### config.mk
export PLATFORM = sky130hd
export DESIGN_NAME = lcd_draw_seq
export DESIGN_NICKNAME = d
export VERILOG_FILES = /design/src/rtl/lcd_draw_seq.sv
export SDC_FILE = /design/constraint.sdc
export NUM_CORES = 1
export LEC_CHECK = 0
export BUFFER_PORTS_ARGS = -buffer_cell sky130_fd_sc_hd__buf_2
export CAP_MARGIN = 20
export CORE_AREA = 5 5 137 139
export CTS_CLUSTER_SIZE = 10
export DETAILED_ROUTE_END_ITERATION = 6
export DIE_AREA = 0 0 142 144
export GPL_TIMING_DRIVEN = 0
export PLACE_DENSITY_LB_ADDON = 0.1
export SLEW_MARGIN = 20
export SYNTH_ARGS = -nofsm -noshare
export SYNTH_HDL_FRONTEND = slang
export SYNTH_SLANG_ARGS = --single-unit
### constraint.sdc
create_clock -name clk -period 7.1 [get_ports clk]
set_input_delay 0.71 -clock clk [delete_from_list [all_inputs] [get_ports clk]]
set_output_delay 0.71 -clock clk [all_outputs]
set_load 0.01 [all_outputs]
### src/rtl/lcd_draw_seq.sv
// lcd_draw_seq
// Arbitrates between NUMBTN button-drawing clients and sequences one
// rectangle fill at a time onto a 16-bit LCD word stream.
// For each granted client it sends the column/row window commands from the
// latched coordinates. It then streams that client's colour word once per
// accepted handshake until the client raises drawdone.
//
// Ports
//   clk, rst        : clock, synchronous active-high reset
//   en              : allows new grants (never aborts a running transaction)
//   update          : per-client redraw request, sampled only while idle
//   drawdone        : per-client "last pixel already taken" flag
//   xstart/xend/ystart/yend/color : 16 bits per client, client i at [16*i +: 16]
//   draw            : one-hot, high from ARM through the last STREAM cycle
//   cnext           : one-hot pixel-advance strobe, same cycle as the transfer
//   lcd_valid/lcd_ready : word handshake towards the LCD bus writer
//   lcd_dc          : 0 = command word, 1 = data word
//   lcd_data        : command code or data word
//   busy            : high whenever a transaction is in progress
//   cur             : index of the granted client (0 while idle)
module lcd_draw_seq #(
  parameter int NUMBTN  = 4,
  parameter int IDXBITS = 2
) (
  input  logic                  clk,
  input  logic                  rst,
  input  logic                  en,
  input  logic [NUMBTN-1:0]     update,
  input  logic [NUMBTN-1:0]     drawdone,
  input  logic [16*NUMBTN-1:0]  xstart,
  input  logic [16*NUMBTN-1:0]  xend,
  input  logic [16*NUMBTN-1:0]  ystart,
  input  logic [16*NUMBTN-1:0]  yend,
  input  logic [16*NUMBTN-1:0]  color,
  output logic [NUMBTN-1:0]     draw,
  output logic [NUMBTN-1:0]     cnext,
  output logic                  lcd_valid,
  input  logic                  lcd_ready,
  output logic                  lcd_dc,
  output logic [15:0]           lcd_data,
  output logic                  busy,
  output logic [IDXBITS-1:0]    cur
);

  typedef enum logic [2:0] {
    S_IDLE,
    S_CMD,
    S_ARM,
    S_STREAM,
    S_RELEASE
  } state_t;

  state_t               state_q, state_d;
  logic [IDXBITS-1:0]   rr_ptr_q, rr_ptr_d;
  logic [IDXBITS-1:0]   cur_q, cur_d;
  logic [2:0]           widx_q, widx_d;
  logic [15:0]          xs_q, xs_d, xe_q, xe_d, ys_q, ys_d, ye_q, ye_d;

  logic                 gnt_found;
  logic [IDXBITS-1:0]   gnt_idx;
  logic [IDXBITS-1:0]   cand;
  logic [16:0]          cmd_w;

  // Command sequence word {dc, data} for position idx of the window setup.
  function automatic logic [16:0] cmd_word(input logic [2:0] idx,
                                           input logic [15:0] xs, input logic [15:0] xe,
                                           input logic [15:0] ys, input logic [15:0] ye);
    logic [16:0] w;
    case (idx)
      3'd0:    w = {1'b0, 16'h002A};
      3'd1:    w = {1'b1, xs};
      3'd2:    w = {1'b1, xe};
      3'd3:    w = {1'b0, 16'h002B};
      3'd4:    w = {1'b1, ys};
      3'd5:    w = {1'b1, ye};
      default: w = {1'b0, 16'h002C};
    endcase
    return w;
  endfunction

  // Round-robin search: first requesting client at or after rr_ptr, wrapping.
  always_comb begin
    gnt_found = 1'b0;
    gnt_idx   = '0;
    cand      = '0;
    for (int k = 0; k < NUMBTN; k++) begin
      cand = IDXBITS'((int'(rr_ptr_q) + k) % NUMBTN);
      if (!gnt_found && update[cand]) begin
        gnt_found = 1'b1;
        gnt_idx   = cand;
      end
    end
  end

  assign cmd_w = cmd_word(widx_q, xs_q, xe_q, ys_q, ye_q);

  always_comb begin
    state_d   = state_q;
    rr_ptr_d  = rr_ptr_q;
    cur_d     = cur_q;
    widx_d    = widx_q;
    xs_d      = xs_q;
    xe_d      = xe_q;
    ys_d      = ys_q;
    ye_d      = ye_q;
    draw      = '0;
    cnext     = '0;
    lcd_valid = 1'b0;
    lcd_dc    = 1'b0;
    lcd_data  = '0;
    busy      = (state_q != S_IDLE);
    cur       = (state_q == S_IDLE) ? '0 : cur_q;

    case (state_q)
      S_IDLE: begin
        if (en && gnt_found) begin
          state_d = S_CMD;
          cur_d   = gnt_idx;
          widx_d  = '0;
          xs_d    = xstart[16*gnt_idx +: 16];
          xe_d    = xend[16*gnt_idx +: 16];
          ys_d    = ystart[16*gnt_idx +: 16];
          ye_d    = yend[16*gnt_idx +: 16];
        end
      end
      S_CMD: begin
        // Word is a pure function of registered state, so it holds while stalled.
        lcd_valid = 1'b1;
        lcd_dc    = cmd_w[16];
        lcd_data  = cmd_w[15:0];
        if (lcd_ready) begin
          if (widx_q == 3'd6) state_d = S_ARM;
          else                widx_d  = widx_q + 3'd1;
        end
      end
      S_ARM: begin
        // One quiet cycle so the client sees draw before drawdone is trusted.
        draw[cur_q] = 1'b1;
        state_d     = S_STREAM;
      end
      S_STREAM: begin
        draw[cur_q]  = 1'b1;
        lcd_dc       = 1'b1;
        lcd_data     = color[16*cur_q +: 16];
        lcd_valid    = !drawdone[cur_q];
        cnext[cur_q] = lcd_valid & lcd_ready;
        if (drawdone[cur_q]) state_d = S_RELEASE;
      end
      S_RELEASE: begin
        rr_ptr_d = (cur_q == IDXBITS'(NUMBTN - 1)) ? '0 : cur_q + 1'b1;
        state_d  = S_IDLE;
      end
      default: state_d = S_IDLE;
    endcase
  end

  // Control state: reset returns to idle and abandons any partial frame.
  always_ff @(posedge clk) begin
    if (rst) begin
      state_q  <= S_IDLE;
      rr_ptr_q <= '0;
      cur_q    <= '0;
      widx_q   <= '0;
    end else begin
      state_q  <= state_d;
      rr_ptr_q <= rr_ptr_d;
      cur_q    <= cur_d;
      widx_q   <= widx_d;
    end
  end

  // Latched window coordinates: only read in CMD, always reloaded at grant.
  always_ff @(posedge clk) begin
    xs_q <= xs_d;
    xe_q <= xe_d;
    ys_q <= ys_d;
    ye_q <= ye_d;
  end

endmodule

== Yosys cells after proc, flatten, opt, wreduce, memory -nomap -nowiden ==
Index checks and enable logic that the tools add are counted.

* Add/subtract/negate cells: 5
* Order comparisons: 6
* Equal/unequal tests: 16
* Shifts and indexed selects: 5
* Muxes and demuxes: 37
* Bitwise logic cells: 2
* Reduce and logical (&&, ||, !) cells: 17

{| class="wikitable"
|+ Operator list
! operator !! count
|-
| $shiftx A64 B7 Y16 || 5
|-
| $pmux W17 S6 || 1
|-
| $pmux W16 S2 || 1
|-
| $mux W3 || 7
|-
| $lt A2 B3 Y1 const B || 5
|-
| $eq A3 B2 Y1 const B || 4
|-
| $eq A3 B3 Y1 const B || 4
|-
| $mux W2 || 6
|-
| $pmux W3 S4 || 1
|-
| $bmux W1 S2 || 5
|-
| $mux W1 || 10
|-
| $mux W4 || 2
|-
| $ne A2 B2 Y1 const B || 4
|-
| $reduce_and A4 Y1 || 2
|-
| $eq A3 B1 Y1 const B || 2
|-
| $logic_not A3 Y1 || 2
|-
| $pmux W3 S2 || 1
|-
| $logic_and A1 B1 Y1 || 5
|-
| $add A2 B1 Y2 const B || 2
|-
| $add A2 B2 Y2 const B || 2
|-
| $and A4 B4 Y4 || 1
|-
| $logic_not A1 Y1 || 4
|-
| $pmux W1 S2 || 2
|-
| $add A3 B1 Y3 const B || 1
|-
| 9 further kinds || 9
|}

* Flip-flop bits (word level): 74
* Input port bits: 332
* Output and inout port bits: 29

== Logic depth before layout (Yosys ltp) ==
Gate-level depths: netlist (run 1).

* Word-level depth: 15
* Gate-level depth with buffers: 8
* Gate-level depth less buffers: 6

== Worst setup path after synthesis (run 1) ==
Ideal clock, no wire load.

* Path kind: input to register
* From: in update[1]
* To: reg xe_q[0] (enable)
* Setup time: 0.418 ns
* Arrival time: 2.494 ns
* Data required time: 6.682 ns
* Path slack: 4.188 ns
* Stages on the path: 4
* Path buffers: 1
* Path through: buf_2 > o41a_1 > nand2_1 > inv_1

* Longest elaborated chain between the ends: 14
* Elaborated cells between the ends (all ways): 20
* Classes of those cells: mux: 12; reduce/logical: 8

{| class="wikitable"
|+ RTL lines
! element !! RTL line !! RTL
|-
| start, declared || 28 || <nowiki>input logic [NUMBTN-1:0] update,</nowiki>
|-
| $bmux W1 S2 || 88 || <nowiki>if (!gnt_found && update[cand]) begin</nowiki>
|-
| $mux W1 (not written as such) || 88 ||
|-
| $mux W1 || 88 ||
|-
| $logic_not A1 Y1 || 88 ||
|-
| $logic_and A1 B1 Y1 || 88 ||
|-
| $mux W1 || 88 ||
|-
| $logic_not A1 Y1 || 88 ||
|-
| $logic_and A1 B1 Y1 || 88 ||
|-
| $mux W1 || 88 ||
|-
| $logic_not A1 Y1 || 88 ||
|-
| $logic_and A1 B1 Y1 || 88 ||
|-
| $mux W1 * || 88 ||
|-
| $logic_and A1 B1 Y1 * || 116 || <nowiki>if (en && gnt_found) begin</nowiki>
|-
| $reduce_and A2 Y1 (no source line) * || n/a ||
|-
| end signal, assigned || 175 || <nowiki>xe_q <= xe_d;</nowiki>
|-
| end, declared || 57 || <nowiki>logic [15:0] xs_q, xs_d, xe_q, xe_d, ys_q, ys_d, ye_q, ye_d;</nowiki>
|}

Mark *: on every way between the ends. The rest lies on a longest branch, timed or not. The select of a mux whose other input is x is not followed.
A chain may end at the register's enable or synchronous reset.

== Worst setup path in the final report (run 1) ==
* From: reg widx_q[2]
* To: out lcd_data[13]

* Longest elaborated chain between the ends: 3
* Elaborated cells between the ends (all ways): 8
* Classes of those cells: eq/ne: 5; mux: 2; reduce/logical: 1

{| class="wikitable"
|+ RTL lines
! element !! RTL line !! RTL
|-
| start, declared || 56 || <nowiki>logic [2:0] widx_q, widx_d;</nowiki>
|-
| start signal, assigned || 168 || <nowiki>widx_q <= widx_d;</nowiki>
|-
| $eq A3 B3 Y1 (tied with other cells) || 69 || <nowiki>case (idx)</nowiki>
|-
| $pmux W17 S6 * || 69 ||
|-
| $pmux W16 S2 * || 114 || <nowiki>case (state_q)</nowiki>
|-
| end, declared || 40 || <nowiki>output logic [15:0] lcd_data,</nowiki>
|}

Mark *: on every way between the ends. The rest lies on a longest branch, timed or not.

==> results.md, run 1 <==
- Status: completed
- Final Max Slew Viols: 0
- Row Count: 49
- Commonest non-fill, non-tap cell in the layout: buf_2
- Final Cycle Share: 0.5108
- Post-synthesis sequential area ratio: 0.3777
- Port Buffers: 356
- Starting Density: 0.3204
- Initial antenna violation count: 4
- Hold path startpoint: widx_q[1]
- CTS Sinks: 74
- Fmax: 275.7 MHz
- Critical R2R Capture: ys_q[10]
- Static Leak: 3.347 nW
- Power Dens Cells: 172.2 nW/um2
- Register area: 2122 um2
- Max VDD drop: 0.0001177 V
- # IOs: 361
- Skew final: 0.003959 ns
- RSZ-0062 raised after global routing: no
- DP HPWL: 20340 um
- Routability cong.: 0.9074
- Setup TNS: 0 ns
- Synthesis Warnings: 0
- Syn Inst Count: 537
- CP delay by family, top: buffers and inverters
- Distinct cells, synth: 52
- P&R area growth vs syn: 43.67%
- Detailed Route Iter0 Violations: 353
- Worst Max-Slew Pin Slew: 1.015 ns
- Clock Tree Buf Depth: 2
- Die Ht: 144 um
- Hold_ws: 0.5087 ns
- R2R depth: 6
- Mapped Avg Cell Area: 10.46 um2
- Hold Path End: widx_q[1]
- Total CTS buffers: 9
- Combinational power share: 0.224
- Die area: 20450 um2
- Root Buffer Master: clkbuf_16
- Clock period minus worst slack: 3.627 ns
- Number of global-route vias before repair: 6521
- Commonest cells after routing, fill and taps aside: buf_2, nand3_1, o2bb2ai_1, a221o_1, edfxtp_1
- Cell area after synthesis: 5618 um2
- Htree depth: 3
- Placeable Area: 17530 um2
- First-pass GRT wire length: 36780 um
- Fin nets: 1246
- Most common cell on crit path: buf_2
- Setup crit start kind: flip-flop
- Largest stage delay, worst path: 0.36 ns
- Worst-path fanout max: 10
- Mapped Nets: 878
- Vias: 6368
- Hold path cells: 2
- DR pass1 iterations: 5
- # Post-CTS Setup Buffers: 0
- Largest net degree at the start of global routing: 44
- Setup CP Type: flip-flop to output pin
- Seq pwr share: 0.379
- Post-route DRC: 0
- Yosys reg bits: 74
- Critical path cell sequence: buf_2 -> inv_1 -> clkbuf_1 -> ha_1 -> or3_1 -> o21ai_1 -> buf_2 -> o31ai_1 -> buf_2
- Max-cap violations: 0
- Die width: 142 um
- Endpoints failing setup: 0
- GRT Util Overall: 0.2379
- HP Class: flip-flop to flip-flop
- Worst rel slew slack: 0.3237
- Clock network fraction of design power: 0.397
- Via density: 5.581
- Hold_buf cts: 0
- Critical Path AT: 2.92 ns
- Int Power: 0.001043 W
- Critical path required time: 6.39 ns
- R2R setup slack: 4.65 ns
- FF-to-FF Start: rr_ptr_q[1]
- Routed WL: 25520 um
- Post-cts resize count: 0
- Share of cells above drive strength 1: 0.4791
- Multi-input gate area: 3124 um2
- Worst-path clk slew: 0.06 ns
- Post-synth EDFFs: 64
- Endpoints failing hold: 0
- Crit path buffers/inverters: 5
- Net Sw Power: 0.0003468 W
- Critical-path top delay cell: ha_1
- Net Sw Frac: 0.2495
- DRT antenna net count: 0
- Async SR Flop Fraction: 0
- Worst skew pair latency: 0.33 ns
- Filler cells: 1790
- Endpoint class of the critical path: output pin
- Aggregate global routing overflow: 0
- WL/cell: 22.37 um
- CTS tree: built
- Ys flop type: edfxtp_1
[layout make-up]
type	instances	share of cell area
tap	229	0.03550
clock inverter	6	0.01597
buffer	67	0.04185
timing repair buffer	357	0.2232
antenna	2	0.0006201
inverter	9	0.004495
sequential	74	0.2629
multi-input combinational	387	0.3871
clock buffer	10	0.02837
[flip-flops by register name (all words and copies together) (netlist names)]
signal and flops:
xs_q 16, cur_q 2, widx_q 3, state_q 3
ys_q 16, xe_q 16, rr_ptr_q 2, ye_q 16
[per-layer routing]
layer | global-route usage | up-vias | part of all wire
li1 | - | 2994 | -
met1 | 0.2799 | 3054 | 0.38
met2 | 0.4281 | 281 | 0.52
met3 | 0.05622 | 35 | 0.073
met4 | 0.07677 | 4 | 0.026
met5 | 0 | - | 0.00082
[stage by stage]
| step | cells | worst slack, ns | instance area, um2 | power (W) | util |
|---|---|---|---|---|---|
| CTS | 1139 | 3.468 | 8066 | 0.001402 | 0.4600 |
| global placement | 1122 | 3.291 | 7686 | 0.0008475 | 0.4383 |
| finish | 1141 | 3.473 | 8071 | 0.001390 | 0.4603 |
| floorplan | 537 | 4.188 | 5618 | 0.0006834 | - |
| detailed placement | 1123 | 3.850 | 7709 | 0.0008492 | 0.4396 |
| global route | 1141 | 3.302 | 8071 | 0.001446 | 0.4603 |
[cells in the mapped netlist (2+ instances only)]
master,instances,area (um2)
inv_1,9,33.78
buf_4,2,15.01
dfxtp_1,10,200.2
a221oi_1,20,175.2
a211oi_1,2,15.01
edfxtp_1,64,1922
and2_1,8,50.05
o31ai_1,7,52.55
nor3b_1,4,30.03
nor2_1,11,41.29
nand2_1,19,71.32
nand4_1,3,18.77
a21oi_1,15,75.07
o21ai_1,8,40.04
o2bb2ai_1,64,560.5
nor2b_1,5,31.28
mux2_2,6,67.56
buf_1,6,22.52
or3_1,2,12.51
a22oi_1,2,15.01
and3_1,5,31.28
nor3_1,2,10.01
mux4_2,17,382.9
buf_2,26,130.1
nand2b_1,4,25.02
nand3_1,82,410.4
o21ai_0,8,40.04
buf_6,6,67.56
ha_1,9,112.6
clkbuf_1,26,97.59
a221o_1,64,640.6
[power groups by stage]
| stage | logic (W) | clock network (W) | registers (W) |
|---|---|---|---|
| after floorplan | 0.000153 | 0 | 0.000530 |
| after global placement | 0.000309 | 0 | 0.000538 |
| after detailed placement | 0.000313 | 0 | 0.000536 |
| after CTS | 0.000314 | 0.000561 | 0.000527 |
| after global routing | 0.000337 | 0.000579 | 0.000530 |
| final | 0.000311 | 0.000552 | 0.000527 |
[worst max path at each step]
stage                          from      endpoint  slack (ns)  depth (start not counted)
after global routing      widx_q[2]  lcd_data[13]        3.30                          9
final                     widx_q[2]  lcd_data[13]        3.47                          9
after CTS                 widx_q[2]  lcd_data[11]        3.47                          9
after detailed placement  widx_q[2]  lcd_data[11]        3.85                          9
after floorplan           update[1]       xe_q[0]        4.19                          4
after global placement    update[3]      ye_q[11]        3.29                          4
[worst min-delay path, stage by stage, from the launching register on]
cell and delay (ns):
dfxtp_1 0.34, nand2_1 0.07, a21oi_1 0.05
[logic make-up (layout without fill, tap and decap cells)]
kind of cell / count (synthesis) / in the layout / synth area share
compound gates: 204 / 204 / 0.3154
simple gates: 151 / 151 / 0.1405
buf+inv: 76 / 449 / 0.06614
flops: 74 / 74 / 0.3777
mux: 23 / 23 / 0.08018
fa+ha+maj: 9 / 9 / 0.02004
other cells: 0 / 2 / 0
No activity file was read; power rests on OpenSTA's default activity.
==> run 2: changes to the inputs <==
--- a/config.mk
+++ b/config.mk
@@ -5,6 +5,7 @@
 export SDC_FILE = /design/constraint.sdc
 export NUM_CORES = 1
 export LEC_CHECK = 0
+export ABC_AREA = 1
 export BUFFER_PORTS_ARGS = -buffer_cell sky130_fd_sc_hd__buf_2
 export CAP_MARGIN = 20
 export CORE_AREA = 5 5 137 139
==> constraint.sdc (replaced) <==
create_clock -name clk -period 3.69 [get_ports clk]
set_input_delay 0.369 -clock clk [delete_from_list [all_inputs] [get_ports clk]]
set_output_delay 0.369 -clock clk [all_outputs]
set_load 0.01 [all_outputs]
==> run 2 against run 1 <==
Combinational power rose to 7.8 times the previous value. Sequential share of layout area fell by 3.1 points. First-iteration DRC count rose by 29%. Critical path type unchanged. Largest power group is now combinational cells. Flip-flop and latch count did not move. Final area rose by 13%.
==> results.md, run 2 <==
- DRT antenna net count: 0
- CTS Sinks: 74
- Post-synth top cells: nand2_1, nand3_1, inv_1
- Post-synth EDFFs: 64
- Skew final: 0.008300 ns
- Final instance area: 9140 um2
- Hold Path End: rr_ptr_q[0]
- FF-to-FF Start: rr_ptr_q[0]
- GR Layer Usage met2: 0.4611
- DR pass1 iterations: 6
- Ant diodes: 0
- Commonest non-fill, non-tap cell in the layout: nand2_1
- Port Buffers: 360
- Final Cycle Share: 0.8311
- Row Count: 49
- Async SR Flop Fraction: 0
- Most common cell in the netlist: nand2_1
- Die Ht: 144 um
- Placeable Area: 17530 um2
- R2R setup slack: 1.29 ns
- Total CTS buffers: 9
- Setup CP Type: flip-flop to output pin
- Mapped Avg Cell Area: 6.461 um2
- Die area: 20450 um2
- Register area: 2122 um2
- Syn Inst Count: 1038
- Final Max Slew Viols: 0
- Vias: 8264
- Yosys top cell area share: 0.2866
- Cell Area, Placed: 8850 um2
- Total power draw: 0.004625 W
- Hold_ws: 0.2777 ns
- Mapped Nets: 1379
- Fin util: 0.5213
- Fmax: 326.1 MHz
- Routability cong.: 0.9428
- Static Leak: 5.070 nW
- Number of global-route vias before repair: 7843
- P&R area growth vs syn: 36.29%
- Share of cells above drive strength 1: 0.3171
- Fin nets: 1752
- Aggregate global routing overflow: 0
- Cell area after synthesis: 6706 um2
- Synthesis Warnings: 0
- Top Usage Layer GRT: met2
- Power Dens Cells: 506.0 nW/um2
- Critical Path AT: 2.70 ns
- Post-cts resize count: 0
- Multi-input gate area: 3821 um2
- Hold_buf cts: 0
- Met3 GRT Util: 0.03836
- Post-route DRC: 0
- HP Class: input port to flip-flop
- Root Buffer Master: clkbuf_16
- Distinct cells, synth: 35
- Worst rel slew slack: 0.5824
- Clock period minus worst slack: 3.067 ns
- Yosys reg bits: 74
- Routed WL: 27820 um
- Hold path cells: 2
- Ys flop type: edfxtp_1
- R2R depth: 11
- Worst skew pair latency: 0.34 ns
- Max VDD drop: 0.0002754 V
- Post-synthesis sequential area ratio: 0.3164
- Die width: 142 um
- Commonest cells after routing, fill and taps aside: nand2_1, buf_2, nand3_1, inv_1, nand3b_1
- Endpoints failing hold: 0
- Starting Density: 0.3825
- Setup crit start kind: flip-flop
- GR Util met1: 0.3235
- RSZ-0062 raised after global routing: no
- GRT Util Overall: 0.2570
- # IOs: 361
- Via density: 5.024
- Critical path required time: 3.32 ns
- WL/cell: 16.91 um
- Hold path startpoint: rst
- Critical R2R Capture: ye_q[10]
- Endpoints failing setup: 0
- Status: completed
- Detailed Route Iter0 Violations: 456
- DP HPWL: 22810 um
- First-pass GRT wire length: 41280 um
- Htree depth: 3
- Initial antenna violation count: 0
- Max-cap violations: 0
- Filler cells: 1850
- Area leader, netlist: edfxtp_1
- Worst-path fanout max: 10
- Largest net degree at the start of global routing: 29
- Worst-path clk slew: 0.06 ns
- Top cells by area, synth: edfxtp_1, nand2_1, nand3_1, nand3b_1, inv_1
- CTS tree: built
- Clock Tree Buf Depth: 2
- # Post-CTS Setup Buffers: 0
- Worst Max-Slew Pin Slew: 0.6264 ns
- Endpoint class of the critical path: output pin
[run 2: changes by cell type after synthesis, sizes merged, moves of 18 or more]
| cell | before | now |
|---|---|---|
| a221o | 64 | 11 |
| o2bb2ai | 64 | 0 |
| nand2 | 19 | 419 |
| buf | 40 | 58 |
| inv | 9 | 102 |
| nand3 | 82 | 142 |
| nand3b | 1 | 65 |
[run 2: cells by family after synthesis]
kind of cell | after synthesis | share of synthesized area
simple gates | 669 | 0.4442
fa+ha+maj | 9 | 0.01679
compound gates | 109 | 0.1077
flops | 74 | 0.3164
buf+inv | 177 | 0.1149
[run 2: metal layers]
layer	wire, um	vias up
li1	-	4178
met2	13920	355
met1	11400	3703
met5	0	-
met3	1992	28
met4	506	0
[run 2: metrics by stage]
stage / setup TNS (ns) / setup slack, ns / instances
floorplan: 0 / 0.5428 / 1038
CTS: 0 / 0.6623 / 1645
global placement: -18.46 / -0.3099 / 1627
global route: 0 / 0.5185 / 1645
finish: 0 / 0.6231 / 1645
detailed placement: 0 / 1.021 / 1629
[run 2: cell type report]
type,count,share of cell area
Multi-Input combinational cell,787,0.4181
Sequential cell,74,0.2322
Timing Repair Buffer,362,0.2023
Inverter,104,0.04298
Buffer,73,0.04134
Tap cell,229,0.03135
Clock buffer,9,0.02464
Clock inverter,7,0.007118
[run 2: how the worst max path moves through the flow]
stage / endpoint / startpoint / slack, ns / cells after the start
floorplan: xe_q[0] / rr_ptr_q[0] / 0.54 / 9
detailed placement: lcd_data[2] / widx_q[0] / 1.02 / 9
CTS: lcd_data[2] / widx_q[0] / 0.66 / 9
global route: lcd_data[13] / widx_q[0] / 0.52 / 9
finish: lcd_data[13] / widx_q[0] / 0.62 / 9
global placement: cur_q[1] / rr_ptr_q[0] / -0.31 / 11
[run 2: worst max-delay path: stages, from the launching register on]
cell and delay, ns:
dfxtp_1 0.36, inv_1 0.10, ha_1 0.23, nand2_1 0.09, inv_1 0.13, clkbuf_1 0.32
a22o_1 0.31, a221oi_1 0.51, o21ai_0 0.15, buf_2 0.16
[run 2: where the power goes]
part | total [W] | leakage, nW | switching [W] | internal (W)
clock network | 0.000852 | 0.141 | 0.000378 | 0.000474
registers | 0.00133 | 0.684 | 0.000102 | 0.00123
logic | 0.00244 | 4.24 | 0.00158 | 0.000858
total | 0.00462 | 5.07 | 0.00206 | 0.00256
==> run 3: changes to the inputs <==
--- a/config.mk
+++ b/config.mk
@@ -5,7 +5,7 @@
 export SDC_FILE = /design/constraint.sdc
 export NUM_CORES = 1
 export LEC_CHECK = 0
-export ABC_AREA = 1
+export ABC_AREA = 0
 export BUFFER_PORTS_ARGS = -buffer_cell sky130_fd_sc_hd__buf_2
 export CAP_MARGIN = 20
 export CORE_AREA = 5 5 137 139
==> constraint.sdc (replaced) <==
create_clock -name clk -period 3.01 [get_ports clk]
set_input_delay 0.301 -clock clk [delete_from_list [all_inputs] [get_ports clk]]
set_output_delay 0.301 -clock clk [all_outputs]
set_load 0.01 [all_outputs]
==> run 3 against run 2 <==
Register-to-register slack worse by 0.75 ns. Worst setup slack worse by 0.50 ns. Clock-buffer cell count is 1 higher. Cell count is 31% lower. Core utilization is 6.0 points lower. Sequential share of layout area is 3.0 points higher. First-iteration DRC count is 27% lower. Non-clock buffer count is 12 lower. Highest routed layer is now met5.
==> results.md, run 3 (same netlist as run 1, synthesis figures left out) <==
- P&R area growth vs syn: 43.88%
- Setup TNS: 0 ns
- Worst-path fanout max: 10
- DRT antenna net count: 0
- Port Buffers: 356
- FF-to-FF Start: rr_ptr_q[1]
- Fmax: 346.4 MHz
- Total CTS buffers: 9
- Max-cap violations: 0
- R2R depth: 6
- DP HPWL: 20340 um
- HP Class: input port to flip-flop
- Setup crit start kind: flip-flop
- Hold path cells: 2
- Power Dens Cells: 404.7 nW/um2
- First-pass GRT wire length: 36780 um
- Fin cells: 1140
- CP delay by family, top: compound AO/OA/AOI/OAI gates
- Max VDD drop: 0.0002729 V
- Endpoints failing setup: 0
- WL/cell: 22.32 um
- Post-route DRC: 0
- Root Buffer Master: clkbuf_16
- Share of cells above drive strength 1: 0.4840
- Critical path cell sequence: inv_1 -> ha_1 -> clkbuf_1 -> clkbuf_1 -> a221oi_1 -> o21ai_0 -> a32o_1 -> buf_2
- Placed Cells: 1123
- Fin util: 0.4610
- Static Leak: 3.354 nW
- Filler cells: 1791
- Routed WL: 25440 um
- CTS Sinks: 74
- Worst Max-Slew Pin Slew: 0.8914 ns
- Endpoint class of the critical path: output pin
- Hold path startpoint: ystart[11]
- Via density: 5.580
- Endpoints failing hold: 0
- Skew final: 0.002686 ns
- Critical-path top delay cell: a221oi_1
- Status: completed
- Die Ht: 144 um
- Commonest cells after routing, fill and taps aside: buf_2, nand3_1, o2bb2ai_1, a221o_1, edfxtp_1
- CTS tree: built
- Starting Density: 0.3204
- Largest stage delay, worst path: 0.44 ns
- RSZ-0062 raised after global routing: no
- Setup CP Type: flip-flop to output pin
- Critical Path AT: 2.59 ns
- Die area: 20450 um2
- Worst-path clk slew: 0.06 ns
- Critical R2R Capture: ys_q[10]
- # IOs: 361
- Crit path buffers/inverters: 4
- DR pass1 iterations: 5
- Final Cycle Share: 0.9592
- Clock Tree Buf Depth: 2
- Aggregate global routing overflow: 0
- Final Max Slew Viols: 0
- Routability cong.: 0.9074
- Commonest non-fill, non-tap cell in the layout: buf_2
- Hold Path End: ys_q[11]
- GRT Util Overall: 0.2379
- Worst skew pair latency: 0.33 ns
- Placeable Area: 17530 um2
- Initial antenna violation count: 4
- Largest net degree at the start of global routing: 44
- Fin nets: 1245
- Critical path required time: 2.71 ns
- R2R setup slack: 0.54 ns
- Most common cell on crit path: clkbuf_1
- Vias: 6361
- Worst rel slew slack: 0.4057
- Row Count: 49
- Htree depth: 3
- Detailed Route Iter0 Violations: 333
- Die width: 142 um
- Clock period minus worst slack: 2.887 ns
- Number of global-route vias before repair: 6520
## run 3: cell count changes in the layout (fill, tap and decap cells not counted), moves of 10 or more
cell and change:
inv_1 -90, mux4_2 +17, nand3b_1 -64, nand3_1 -59, a21oi_1 -17, nor2_1 -14, o2bb2ai_1 +64, clkbuf_1 +10
nand2_1 -397, a221o_1 +53, buf_2 -23, a22o_1 -14, o21ai_0 -21
## run 3: repair_timing
item | 4_1_cts | 5_1_grt
pin swaps | 0 | 0
resized for setup | 2 | 3
setup endpoints to repair | 10 | 7
hold buffers | 0 | 0
setup buffers | 0 | 1
## run 3: final cells by class
type	count	area, um2	area share
clock inverters	6	128.9	0.01594
clock buffers	10	229.0	0.02833
well taps	229	286.5	0.03545
repair buffers	358	1809	0.2238
flip-flops and latches	74	2122	0.2625
inverters	9	40.04	0.004954
multi-input cells	387	3128	0.3870
diodes	2	5.005	0.0006192
plain buffers	65	334.1	0.04133
## run 3: worst max path at each step
stage | start | endpoint | slack, ns | depth (start not counted)
6_report | widx_q[0] | lcd_data[1] | 0.12 | 8
5_1_grt | widx_q[0] | lcd_data[1] | 0.002 | 8
4_1_cts | widx_q[2] | lcd_data[11] | 0.11 | 8
3_5_place_dp | widx_q[2] | lcd_data[11] | 0.17 | 9
3_3_place_gp | state_q[1] | ye_q[11] | -0.40 | 4
2_1_floorplan | state_q[1] | xe_q[0] | 0.44 | 4
## run 3: layer usage
metal,share of wire,GRT usage,vias up
li1,-,-,2992
met1,0.38,0.2799,3058
met2,0.52,0.4278,270
met3,0.073,0.05622,37
met4,0.026,0.07677,4
met5,0.00083,0,-
## run 3: per-stage QoR
stage / worst slack (ns) / total power [W] / area, um2 / hold slack (ns)
floorplan: 0.4418 / 0.001612 / 5618 / 0.4645
global placement: -0.3955 / 0.001999 / 7686 / 0.4914
detailed placement: 0.1688 / 0.002003 / 7709 / 0.4987
CTS: 0.1122 / 0.003309 / 8069 / 0.2557
global route: 0.002266 / 0.003412 / 8083 / 0.2579
finish: 0.1228 / 0.003271 / 8083 / 0.2677
## run 3: worst reg2reg max path: cells and delay by family (launching register included)
family | cells | cell delay [ns]
simple gates | 1 | 0.18
compound gates | 3 | 1.18
flops | 1 | 0.29
buf+inv | 2 | 0.53
## run 3: power breakdown
| group | total [W] | switching [W] | internal [W] |
|---|---|---|---|
| Clock | 0.00129 | 0.000404 | 0.000889 |
| Sequential | 0.00124 | 0.0000289 | 0.00121 |
| Combinational | 0.000735 | 0.000377 | 0.000358 |
| Total | 0.00327 | 0.000810 | 0.00246 |
